`src/rtl/mem_arb_pkg.sv`:
```
// Shared types for the byte-serial memory port arbiter: FSM states, requester IDs, access sizes
// and the load-extension helper used when assembling read data.
package mem_arb_pkg;

   typedef enum logic [1:0] {
      IDLE = 2'd0,
      XFER = 2'd1,
      DONE = 2'd2
   } state_t;

   typedef enum logic {
      REQ_IF = 1'b0,
      REQ_LS = 1'b1
   } req_id_t;

   localparam logic [1:0] SZ_BYTE = 2'd0;
   localparam logic [1:0] SZ_HALF = 2'd1;
   localparam logic [1:0] SZ_TRI  = 2'd2;
   localparam logic [1:0] SZ_WORD = 2'd3;

   // raw holds the assembled bytes right-justified; the upper bytes are already zero
   function automatic logic [31:0] extend_load(input logic [31:0] raw,
                                               input logic [1:0]  size,
                                               input logic        sext);
      logic [31:0] res;
      res = raw;
      case (size)
         SZ_BYTE: res = {{24{sext & raw[7]}},  raw[7:0]};
         SZ_HALF: res = {{16{sext & raw[15]}}, raw[15:0]};
         SZ_TRI:  res = {{8{sext & raw[23]}},  raw[23:0]};
         default: res = raw;
      endcase
      return res;
   endfunction

endpackage

```
`src/rtl/mem_byte_sequencer.sv`:
```
// Latches one granted access and walks it byte by byte, MSB first; one byte per active cycle.
// No backpressure: the memory answers combinationally, so every active cycle completes a byte.
module mem_byte_sequencer
   import mem_arb_pkg::*;
#(
   parameter int ADDR_W = 32
) (
   input  logic              clock,
   input  logic              reset_n,
   input  logic              start,
   input  logic              active,
   input  logic [ADDR_W-1:0] op_addr,
   input  logic [1:0]        op_size,
   input  logic              op_we,
   input  logic [31:0]       op_wdata,
   input  logic              op_sext,
   input  logic [7:0]        mem_rdata,
   output logic              mem_en,
   output logic [ADDR_W-1:0] mem_addr,
   output logic              mem_we,
   output logic [7:0]        mem_wdata,
   output logic              last,
   output logic              lat_we,
   output logic [31:0]       rdata
);

   logic [ADDR_W-1:0] base_q;
   logic [1:0]        size_q;
   logic              we_q;
   logic [31:0]       wdata_q;
   logic              sext_q;
   logic [1:0]        cnt_q;
   logic [31:0]       acc_q;
   logic [31:0]       acc_nxt;
   logic [1:0]        byte_sel;

   assign acc_nxt  = {acc_q[23:0], mem_rdata};
   assign byte_sel = size_q - cnt_q;
   assign last     = (cnt_q == size_q);
   assign lat_we   = we_q;

   always_ff @(posedge clock or negedge reset_n) begin
      if (!reset_n) begin
         base_q  <= '0;
         size_q  <= SZ_BYTE;
         we_q    <= 1'b0;
         wdata_q <= '0;
         sext_q  <= 1'b0;
         cnt_q   <= '0;
         acc_q   <= '0;
      end else if (start) begin
         base_q  <= op_addr;
         size_q  <= op_size;
         we_q    <= op_we;
         wdata_q <= op_wdata;
         sext_q  <= op_sext;
         cnt_q   <= '0;
         acc_q   <= '0;
      end else if (active) begin
         if (!we_q) begin
            acc_q <= acc_nxt;
         end
         if (!last) begin
            cnt_q <= cnt_q + 2'd1;
         end
      end
   end

   // Memory-side outputs are gated by the live FSM state so an async reset drops them at once
   always_comb begin
      mem_en    = active;
      mem_addr  = '0;
      mem_we    = 1'b0;
      mem_wdata = '0;
      if (active) begin
         mem_addr = base_q + ADDR_W'(cnt_q);
         mem_we   = we_q;
         if (we_q) begin
            mem_wdata = wdata_q[{byte_sel, 3'b000} +: 8];
         end
      end
   end

   // Includes the byte being read this cycle so the final value is ready at the last edge
   assign rdata = extend_load(acc_nxt, size_q, sext_q);

endmodule

```
`src/rtl/mem_port_arbiter.sv`:
```
// Round-robin arbiter sharing one byte-wide memory port between fetch and load/store.
// Latency size+2 cycles from request to done pulse; a losing requester simply waits holding req.
module mem_port_arbiter
   import mem_arb_pkg::*;
#(
   parameter int ADDR_W = 32
) (
   input  logic              clock,
   input  logic              reset_n,
   input  logic              if_req,
   input  logic [ADDR_W-1:0] if_addr,
   input  logic [1:0]        if_size,
   output logic              if_done,
   output logic [31:0]       if_rdata,
   input  logic              ls_req,
   input  logic              ls_we,
   input  logic [ADDR_W-1:0] ls_addr,
   input  logic [1:0]        ls_size,
   input  logic              ls_sign_extend,
   input  logic [31:0]       ls_wdata,
   output logic              ls_done,
   output logic [31:0]       ls_rdata,
   output logic              mem_en,
   output logic [ADDR_W-1:0] mem_addr,
   output logic              mem_we,
   output logic [7:0]        mem_wdata,
   input  logic [7:0]        mem_rdata,
   output logic              busy
);

   state_t            state_q;
   state_t            state_d;
   req_id_t           last_grant;
   req_id_t           grant_d;
   logic              start;
   logic              seq_last;
   logic              seq_we;
   logic [31:0]       seq_rdata;
   logic [ADDR_W-1:0] op_addr;
   logic [1:0]        op_size;
   logic              op_we;
   logic [31:0]       op_wdata;
   logic              op_sext;

   always_ff @(posedge clock or negedge reset_n) begin
      if (!reset_n) begin
         state_q <= IDLE;
      end else begin
         state_q <= state_d;
      end
   end

   always_comb begin
      state_d = state_q;
      grant_d = last_grant;
      start   = 1'b0;
      case (state_q)
         IDLE: begin
            if (if_req || ls_req) begin
               start   = 1'b1;
               state_d = XFER;
               // On a tie the port that did not go last wins
               if (if_req && ls_req) begin
                  grant_d = (last_grant == REQ_IF) ? REQ_LS : REQ_IF;
               end else if (if_req) begin
                  grant_d = REQ_IF;
               end else begin
                  grant_d = REQ_LS;
               end
            end
         end
         XFER: begin
            if (seq_last) begin
               state_d = DONE;
            end
         end
         DONE:    state_d = IDLE;
         default: state_d = IDLE;
      endcase
   end

   always_comb begin
      op_addr  = if_addr;
      op_size  = if_size;
      op_we    = 1'b0;
      op_wdata = '0;
      op_sext  = 1'b0;
      if (grant_d == REQ_LS) begin
         op_addr  = ls_addr;
         op_size  = ls_size;
         op_we    = ls_we;
         op_wdata = ls_wdata;
         op_sext  = ls_sign_extend;
      end
   end

   always_ff @(posedge clock or negedge reset_n) begin
      if (!reset_n) begin
         last_grant <= REQ_LS;
         if_rdata   <= '0;
         ls_rdata   <= '0;
      end else begin
         if (start) begin
            last_grant <= grant_d;
         end
         if (state_q == XFER && seq_last) begin
            if (last_grant == REQ_IF) begin
               if_rdata <= seq_rdata;
            end else if (!seq_we) begin
               ls_rdata <= seq_rdata;
            end
         end
      end
   end

   assign if_done = (state_q == DONE) && (last_grant == REQ_IF);
   assign ls_done = (state_q == DONE) && (last_grant == REQ_LS);
   assign busy    = (state_q != IDLE);

   mem_byte_sequencer #(
      .ADDR_W (ADDR_W)
   ) u_seq (
      .clock     (clock),
      .reset_n   (reset_n),
      .start     (start),
      .active    (state_q == XFER),
      .op_addr   (op_addr),
      .op_size   (op_size),
      .op_we     (op_we),
      .op_wdata  (op_wdata),
      .op_sext   (op_sext),
      .mem_rdata (mem_rdata),
      .mem_en    (mem_en),
      .mem_addr  (mem_addr),
      .mem_we    (mem_we),
      .mem_wdata (mem_wdata),
      .last      (seq_last),
      .lat_we    (seq_we),
      .rdata     (seq_rdata)
   );

endmodule

```
`config.mk`:
```
export PLATFORM = sky130hd
export DESIGN_NAME = mem_port_arbiter
export DESIGN_NICKNAME = d
export VERILOG_FILES = /design/src/rtl/mem_arb_pkg.sv /design/src/rtl/mem_byte_sequencer.sv /design/src/rtl/mem_port_arbiter.sv
export SDC_FILE = /design/constraint.sdc
export NUM_CORES = 1
export LEC_CHECK = 0
export BUFFER_PORTS_ARGS = -buffer_cell sky130_fd_sc_hd__buf_2
export CELL_PAD_IN_SITES_DETAIL_PLACEMENT = 0
export CELL_PAD_IN_SITES_GLOBAL_PLACEMENT = 1
export CORE_MARGIN = 8
export CORE_UTILIZATION = 44
export DETAILED_ROUTE_END_ITERATION = 6
export PLACE_DENSITY = 0.92
export SLEW_MARGIN = 20
export SYNTH_ARGS = -nofsm -noshare
export SYNTH_HDL_FRONTEND = slang
export SYNTH_HIERARCHICAL = 1
export SYNTH_SLANG_ARGS = --single-unit
```
`constraint.sdc`:
```
create_clock -name clock -period 3.8 [get_ports clock]
set_input_delay 0.19 -clock clock [delete_from_list [all_inputs] [get_ports clock]]
set_output_delay 0.19 -clock clock [all_outputs]
set_load 0.1 [all_outputs]
```
==> Word-level counts from Yosys, hierarchy flattened <==
Cells that the tools add are included.
{ "totals": {"word_cells": 69, "ramBits": 0, "in_bits": 114, "out_inout_bits": 109, "mem_count": 0, "latch_bits": 0, "reg_bits": 161, "romBits": 0} }
{ "classes": {"n_reduce_logical": 14, "eq_ne": 9, "mul": 0, "add_sub_neg": 3, "shift": 1, "bitwise_logic": 5, "order_cmp": 0, "div": 0, "n_mux": 26} }
{ "op_table": {"columns": ["operator", "n"], "rows": [
  ["$mux W32", 3],
  ["$pmux W32 S3", 1],
  ["$mux W24", 3],
  ["$add A32 B2 Y32", 1],
  ["$shiftx A32 B6 Y8", 1],
  ["$mux W8", 2],
  ["$mux W2", 6],
  ["$mux W1", 10],
  ["$reduce_and A2 Y1", 4],
  ["$ne A2 B2 Y1 const B", 3],
  ["$eq A2 B1 Y1 const B", 2],
  ["$eq A2 B2 Y1 const B", 2],
  ["$logic_and A1 B1 Y1", 4],
  ["$logic_not A2 Y1", 2],
  ["$pmux W2 S2", 1],
  ["$reduce_bool A2 Y1", 2],
  ["$and A1 B1 Y1", 3],
  ["$reduce_and A3 Y1", 1],
  ["$add A2 B1 Y2 const B", 1],
  ["$eq A2 B2 Y1", 1],
  ["$ne A2 B1 Y1 const B", 1],
  ["$not A1 Y1", 2],
  ["$sub A2 B2 Y2", 1],
  ["$logic_or A1 B1 Y1", 1]
]} }

==> Logic depth before layout (Yosys ltp) <==
Gate-level depths: netlist of the first run.
{ "logic_depth": {"word_depth": 5, "mapped_depth": 8, "depth_no_buf": 6} }

==> Modules after synthesis <==
Netlist of the first run, hierarchy kept.
{ "modules_own_cells": {"columns": ["mod", "cells_per_inst", "instances", "seq_area_each_um2", "area_per_inst_um2"], "rows": [
  ["mem_byte_sequencer", 497, 1, 2352.3, 5003.5],
  ["mem_port_arbiter", 228, 1, 1677.9, 3209.3]
]} }

==> Least setup slack after synthesis of the first run <==
Ideal clock, no wire load.
{ "synth_path": {"kind": "reg2out", "startpoint": "reg state_q[0]", "endpoint": "out mem_wdata[0]", "required_ns": 3.610, "t_arrival_ns": 3.354, "slack_ns": 0.256, "n_path_buf": 0, "path_stages_with_launch": 5, "path_cell_list": "dfrtp_1 -> nor2b_1 -> and2_1 -> nand2_1 -> o22ai_1"} }
{ "synth_via": {"elab_chain_len": 2} }
{ "synth_rtl": {"columns": ["item", "line", "rtl"], "rows": [
  ["start: declaration", "mem_port_arbiter.sv:31", "state_t state_q;"],
  ["start signal: assignment", "mem_port_arbiter.sv:49", "state_q <= state_d;"],
  ["$eq A2 B1 Y1", "mem_port_arbiter.sv:126", ".active (state_q == XFER),"],
  ["$mux W8", "mem_byte_sequencer.sv:75", "if (active) begin"],
  ["end: declaration", "mem_port_arbiter.sv:26", "output logic [7:0] mem_wdata,"]
]} }
Every way passes these cells.

==> Worst setup path in the final report of the first run <==
{ "layout_path": {"startpoint": "reg u_seq.cnt_q[0]", "endpoint": "out mem_addr[18]"} }
{ "layout_via": {"elab_chain_len": 2} }
{ "layout_rtl": {"columns": ["item", "line", "rtl"], "rows": [
  ["start: declaration", "mem_byte_sequencer.sv:32", "logic [1:0] cnt_q;"],
  ["start signal: assignment", "mem_byte_sequencer.sv:64", "cnt_q <= cnt_q + 2'd1;"],
  ["$add A32 B2 Y32", "mem_byte_sequencer.sv:76", "mem_addr = base_q + ADDR_W'(cnt_q);"],
  ["$mux W32", "mem_byte_sequencer.sv:75", null],
  ["end: declaration", "mem_port_arbiter.sv:24", "output logic [ADDR_W-1:0] mem_addr,"]
]} }
Every way passes these cells.

==> impl_metrics.tcl, run 1 <==
set metrics [dict create \
    r2r_end "u_seq/acc_q[4]$_DFFE_PN0P_" \
    avgSynthCellArea_sq_um 11.33 \
    hold_path_end "u_seq/acc_q[3]$_DFFE_PN0P_" \
    hold_violations 0 \
    initial_core_util 0.4435 \
    worst_slack_ns 0.4005 \
    die-width_um 152.6 \
    start_kind "register" \
    max_slew_margin 0.3437 \
    yosysWarnings 6 \
    via_per_inst 5.231 \
    grt_max_degree 102 \
    yosys-top-cells-count "160 x dfrtp_1, 157 x mux2_2, 84 x nand2_1, 41 x a21oi_1, 36 x nor2b_1" \
    drc_errors 0 \
    route.vias.total 6141 \
    path_cells "ha_1 -> fa_1 -> and4_1 -> nand4_1 -> buf_4 -> or3_1 -> a21oi_1 -> buf_2" \
    status "finished, final reports clean" \
    area_growth_pct 23.19 \
    gp_congestion 0.8130 \
    rows 50 \
    hold_depth 3 \
    critical_path_required_ns 3.61 \
    tightest_slew_ns 0.9834 \
    grt-ovfl-total 0 \
    rsz0062_at_grt "no" \
    path_class "reg2out" \
    htreeDepth 4 \
    fin_crit_ns 3.399 \
    num-nets-final 1043 \
    cts_tree "yes" \
    drive_gt1_frac 0.4627 \
    tns_ns 0 \
    wl_um 20620 \
    wire_per_inst_um 17.57 \
    hp-class "in2reg" \
    synth.top_cell.area_share 0.4875 \
    rr_startpoint "state_q[0]$_DFFE_PN0P_" \
    finalSetupViolations 0 \
    cts_num_sinks 161 \
    yosysMostFrequentCell "dfrtp_1" \
    reg2reg_depth 6 \
    portBuffers 222 \
    ys_async_sr_fraction 1.000 \
    clk_latency_ns 0.43 \
    dp_slack_ns 0.8455 \
    syn_inst 725 \
    grt_pass1_vias 6408 \
    dpl.cell_count 1139 \
    core_area_sq_um 18520 \
    synth_area_sq_um 8213 \
    crit_fanout 9 \
    cts_buffer_depth 2 \
    maxCapViolCount 0 \
    synth_edf_count 0 \
    hp-start "mem_rdata[3]" \
    crit_path_end_kind "primary output" \
    drtIter0Drc 326 \
    antenna_found_initial 2 \
    grtUsageTotal 0.1785 \
    ios 223 \
    first_pass_iters 4 \
    fin_skew_ns 0.008276 \
    final_max_slew_viol_count 0 \
    slowest_stage "buf_2" \
    dp_hpwl_um 14970 \
    dieArea_sq_um 23290 \
    clkSlewWorstSetupHoldPaths_ns 0.07 \
    syn_nets 843 \
    crit_arrival_ns 3.21 \
    die_h_um 152.6 \
    ys_seq_area_frac 0.4907 \
    drtAntennaViolNets 0 \
    reg2reg_slack_ns 1.12 \
    synth_top_area_cell "dfrtp_1" \
    cts_root_buffer "clkbuf_16" \
    cts_resized 0 \
    grt_pass1_wl_um 33760 \
    yosys-top-cells-area "dfrtp_1 49%, mux2_2 22%, nand2_1 3.8%" \
    ys_seq_elements 161 \
    cts_buffers 17 \
    synth.distinct_cells 46 \
    max_freq_mhz 294.2 \
    slowest_delay_ns 0.46 \
    synth_flop_cell "dfrtp_1" \
    fin_cells 1174 \
    finalCritPeriodShare 0.8946 \
]
[layout by cell type (no fill, tap or decap), types with 7 or more instances in the layout]
| cell type | synthesis | final |
|---|---|---|
| mux2i_1 | 21 | 21 |
| or4_1 | 10 | 10 |
| nand2_1 | 84 | 84 |
| nand3_1 | 19 | 19 |
| mux2_2 | 157 | 157 |
| dfrtp_1 | 160 | 160 |
| buf_2 | 5 | 221 |
| inv_1 | 7 | 7 |
| nor2_1 | 17 | 15 |
| nor2b_1 | 36 | 36 |
| xnor2_1 | 7 | 7 |
| clkbuf_16 | 0 | 17 |
| o22ai_1 | 8 | 8 |
| buf_4 | 17 | 10 |
| o21ai_0 | 16 | 16 |
| a21o_1 | 8 | 8 |
| o31ai_1 | 10 | 10 |
| a21oi_1 | 41 | 41 |
[worst max-delay path, delay by kind of cell, from the launching register on]
family          cells  cell delay, ns
simple gates        3            1.01
buf+inv             2            0.77
fa+ha+maj           2            0.45
flops               1            0.41
compound gates      1            0.14
[through the flow]
stage	instance area (sq um)	hold slack [ns]	utilization
floorplan	8213	-0.1056	-
global placement	9465	0.3612	0.5111
detailed placement	9465	0.3625	0.5111
CTS	10110	0.01408	0.5461
global route	10110	0.02519	0.5462
finish	10120	0.02911	0.5464
[routing by layer]
layer | GRT usage | wire (um) | vias to the layer above
li1 | - | - | 2959
met1 | 0.2138 | 8935 | 2991
met2 | 0.2965 | 10050 | 159
met3 | 0.05445 | 1150 | 30
met4 | 0.06927 | 466 | 2
met5 | 0 | 16 | -
[sequential cells by signal, summed over array words and instances, names as in the netlist, named ones only]
| register | cells |
|---|---|
| u_seq/acc_q | 24 |
| u_seq/sext_q | 1 |
| u_seq/size_q | 2 |
| if_rdata | 32 |
| ls_rdata | 32 |
| u_seq/cnt_q | 2 |
| u_seq/wdata_q | 32 |
| state_q | 2 |
| u_seq/lat_we | 1 |
| u_seq/base_q | 32 |
[timing repair]
item,4_1_cts,5_1_grt
setup buffers,0,0
setup endpoints to repair,0,0
hold endpoints to repair,100,0
hold buffers,1,0
[layout make-up]
| cell class | count | area, sq um |
|---|---|---|
| fill | 1639 | 8401 |
| antenna | 2 | 5.005 |
| timing repair buffer | 235 | 1242 |
| sequential | 161 | 4030 |
| multi-input combinational | 503 | 3884 |
| clock buffer | 18 | 439.2 |
| tap | 234 | 292.8 |
| inverter | 7 | 26.28 |
| clock inverter | 14 | 197.7 |
[worst max path at each step]
stage / from / endpoint / slack [ns] / cells after the start
finish: u_seq/cnt_q[0]$_DFFE_PN0P_ / mem_addr[18] / 0.40 / 8
global placement: u_seq/cnt_q[0]$_DFFE_PN0P_ / mem_addr[24] / 0.93 / 8
floorplan: state_q[0]$_DFFE_PN0P_ / mem_wdata[0] / 0.26 / 4
detailed placement: u_seq/cnt_q[0]$_DFFE_PN0P_ / mem_addr[18] / 0.85 / 8
global route: u_seq/cnt_q[0]$_DFFE_PN0P_ / mem_addr[16] / 0.20 / 8
CTS: u_seq/cnt_q[0]$_DFFE_PN0P_ / mem_addr[18] / 0.39 / 8
[cells by family (layout without fill, tap and decap cells)]
group / Yosys count / in the layout / share of synthesized area
AOI/OAI and AO/OA: 87 / 87 / 0.06124
xor gates and xnor gates: 15 / 15 / 0.01783
adders and majority gates: 4 / 4 / 0.007009
buffers and inverters: 61 / 274 / 0.03915
DFF: 161 / 161 / 0.4907
muxes: 184 / 184 / 0.2491
other: 0 / 2 / 0
and+or+nand+nor: 213 / 213 / 0.1350
Power of run 1 is left out: the tool's default activity adds up to more than one toggle a clock period on the data nets, which glitch-free logic cannot reach.
==> inputs of run 2 (changes only) <==
--- a/config.mk
+++ b/config.mk
@@ -8,7 +8,7 @@
 export BUFFER_PORTS_ARGS = -buffer_cell sky130_fd_sc_hd__buf_2
 export CELL_PAD_IN_SITES_DETAIL_PLACEMENT = 0
 export CELL_PAD_IN_SITES_GLOBAL_PLACEMENT = 1
-export CORE_MARGIN = 8
+export CORE_MARGIN = 5
 export CORE_UTILIZATION = 44
 export DETAILED_ROUTE_END_ITERATION = 6
 export PLACE_DENSITY = 0.92
==> run 2 against run 1 <==
  * Routed wire length is 4.3% lower
  * Final cell count hardly changed
  * First-iteration DRC count is 12% lower
  * Worst setup slack better by 0.15 ns
  * Sequential share of layout area is 0.059 points higher
  * Fmax is 4.5% higher
  * Final area is 0.15% lower
==> impl_metrics.tcl, run 2 (synthesis results as in run 1) <==
set metrics [dict create \
    status "finished, final reports clean" \
    drc_errors 0 \
    path_class "reg2out" \
    cts_root_buffer "clkbuf_16" \
    rsz0062_at_grt "no" \
    rows 50 \
    crit_arrival_ns 3.06 \
    die-width_um 146.6 \
    fin_crit_ns 3.252 \
    diodes 0 \
    fin_skew_ns 0.009221 \
    dpl.cell_count 1137 \
    gp_congestion 0.7920 \
    wl_um 19750 \
    crit_path_end_kind "primary output" \
    slowest_delay_ns 0.58 \
    cts_tree "yes" \
    clk_latency_ns 0.42 \
    core_area_sq_um 18520 \
    drive_gt1_frac 0.4644 \
    crit_fanout 17 \
    clkSlewWorstSetupHoldPaths_ns 0.07 \
    path_buf_inv 1 \
    htreeDepth 4 \
    hp-class "in2reg" \
    num-fill-cells 1677 \
    grtUsageTotal 0.1862 \
    first_pass_iters 5 \
    finalCritPeriodShare 0.8559 \
    max_freq_mhz 307.5 \
    dieArea_sq_um 21500 \
    antenna_found_initial 0 \
    finalSetupViolations 0 \
    maxCapViolCount 0 \
    dpl_cell_area_sq_um 9438 \
    die_h_um 146.6 \
    tns_ns 0 \
    critical-path-top-delay-family "simple AND/OR/NAND/NOR gates" \
    slowest_stage "or3_1" \
    ff_latch_area_sq_um 4030 \
    final_area_sq_um 10100 \
    final_util 0.5455 \
    critical_path_required_ns 3.61 \
    route.vias.total 6163 \
    via_per_inst 5.245 \
    grt-ovfl-total 0 \
    area_growth_pct 23.00 \
    grt_pass1_wl_um 32630 \
    cts_num_sinks 161 \
    grt_pass1_vias 6310 \
    ios 223 \
    drtAntennaViolNets 0 \
    path_cells "ha_1 -> a21oi_1 -> or3_1 -> or4_1 -> a21oi_1 -> buf_2" \
    portBuffers 222 \
    fin_cells 1175 \
    drtIter0Drc 288 \
    tightest_slew_ns 0.9944 \
    num-nets-final 1046 \
    final_max_slew_viol_count 0 \
    hold_violations 0 \
    wire_per_inst_um 16.80 \
    multiInputGateArea_sq_um 3884 \
    start_kind "register" \
    max_slew_margin 0.3355 \
    grt_max_degree 95 \
    dp_hpwl_um 14040 \
    final_cell_mix "221 x buf_2, 160 x dfrtp_1, 157 x mux2_2, 84 x nand2_1, 41 x a21oi_1" \
    cts_buffers 17 \
    initial_core_util 0.4435 \
    cts_buffer_depth 2 \
    crit_path_frequent_cell "a21oi_1" \
    final_common_cell "buf_2" \
]
-- run 2: cell types whose count changed in the layout (fill, tap and decap cells not counted), sizes merged --
cell	change
buf	+3
inv	+3
clkbuf	+1
bufinv	-1
diode	-2
clkinv	-3
-- run 2: metal layers --
metal | vias up | part of all wire | track usage
li1 | 2966 | - | -
met1 | 3012 | 0.43 | 0.2360
met2 | 163 | 0.50 | 0.3137
met3 | 22 | 0.048 | 0.04500
met4 | 0 | 0.017 | 0.06115
met5 | - | 0 | 0
-- run 2: path summary, 6_finish.rpt --
path | from | to | slack [ns] | depth (start not counted)
worst max-delay path | u_seq/cnt_q[1]$_DFFE_PN0P_ | mem_addr[23] | 0.55 | 6
worst min-delay path | mem_rdata[2] | u_seq/acc_q[2]$_DFFE_PN0P_ | 0.04 | 3
worst max register to register | state_q[0]$_DFFE_PN0P_ | u_seq/acc_q[18]$_DFFE_PN0P_ | 1.20 | 5
worst min register to register | ls_rdata[28]$_DFFE_PN0P_ | ls_rdata[28]$_DFFE_PN0P_ | 0.48 | 1
max in group asynchronous | reset_n | u_seq/wdata_q[22]$_DFFE_PN0P_ | 2.56 | 3
min in group asynchronous | reset_n | if_rdata[0]$_DFFE_PN0P_ | 0.33 | 2
-- run 2: metrics by stage --
| stage | hold WS [ns] | setup WS (ns) |
|---|---|---|
| after CTS | 0.02183 | 0.1820 |
| after floorplan | -0.1056 | 0.2557 |
| after detailed placement | 0.2373 | 0.6718 |
| after global routing | 0.03165 | 0.3492 |
| after global placement | 0.2322 | 0.7345 |
| final | 0.04221 | 0.5476 |
-- run 2: what timing repair did --
item                       in CTS  in global routing
setup endpoints to repair       0                  4
hold endpoints to repair       66                  0
gates resized for setup         0                  0
buffers inserted                0                  5
hold buffers                    1                  0
-- run 2: final cells by class --
cell class,count,share of cell area
inverter,7,0.002601
sequential,161,0.3989
clock inverter,13,0.01622
timing repair buffer,238,0.1240
multi-input combinational,503,0.3844
tap,234,0.02898
clock buffer,19,0.04484
-- run 2: tightest hold or removal path, cell delays in order --
cell and delay, ns:
buf_2 0.12, nand2_1 0.05, a21oi_1 0.05
Power of run 2 is left out for the same reason.
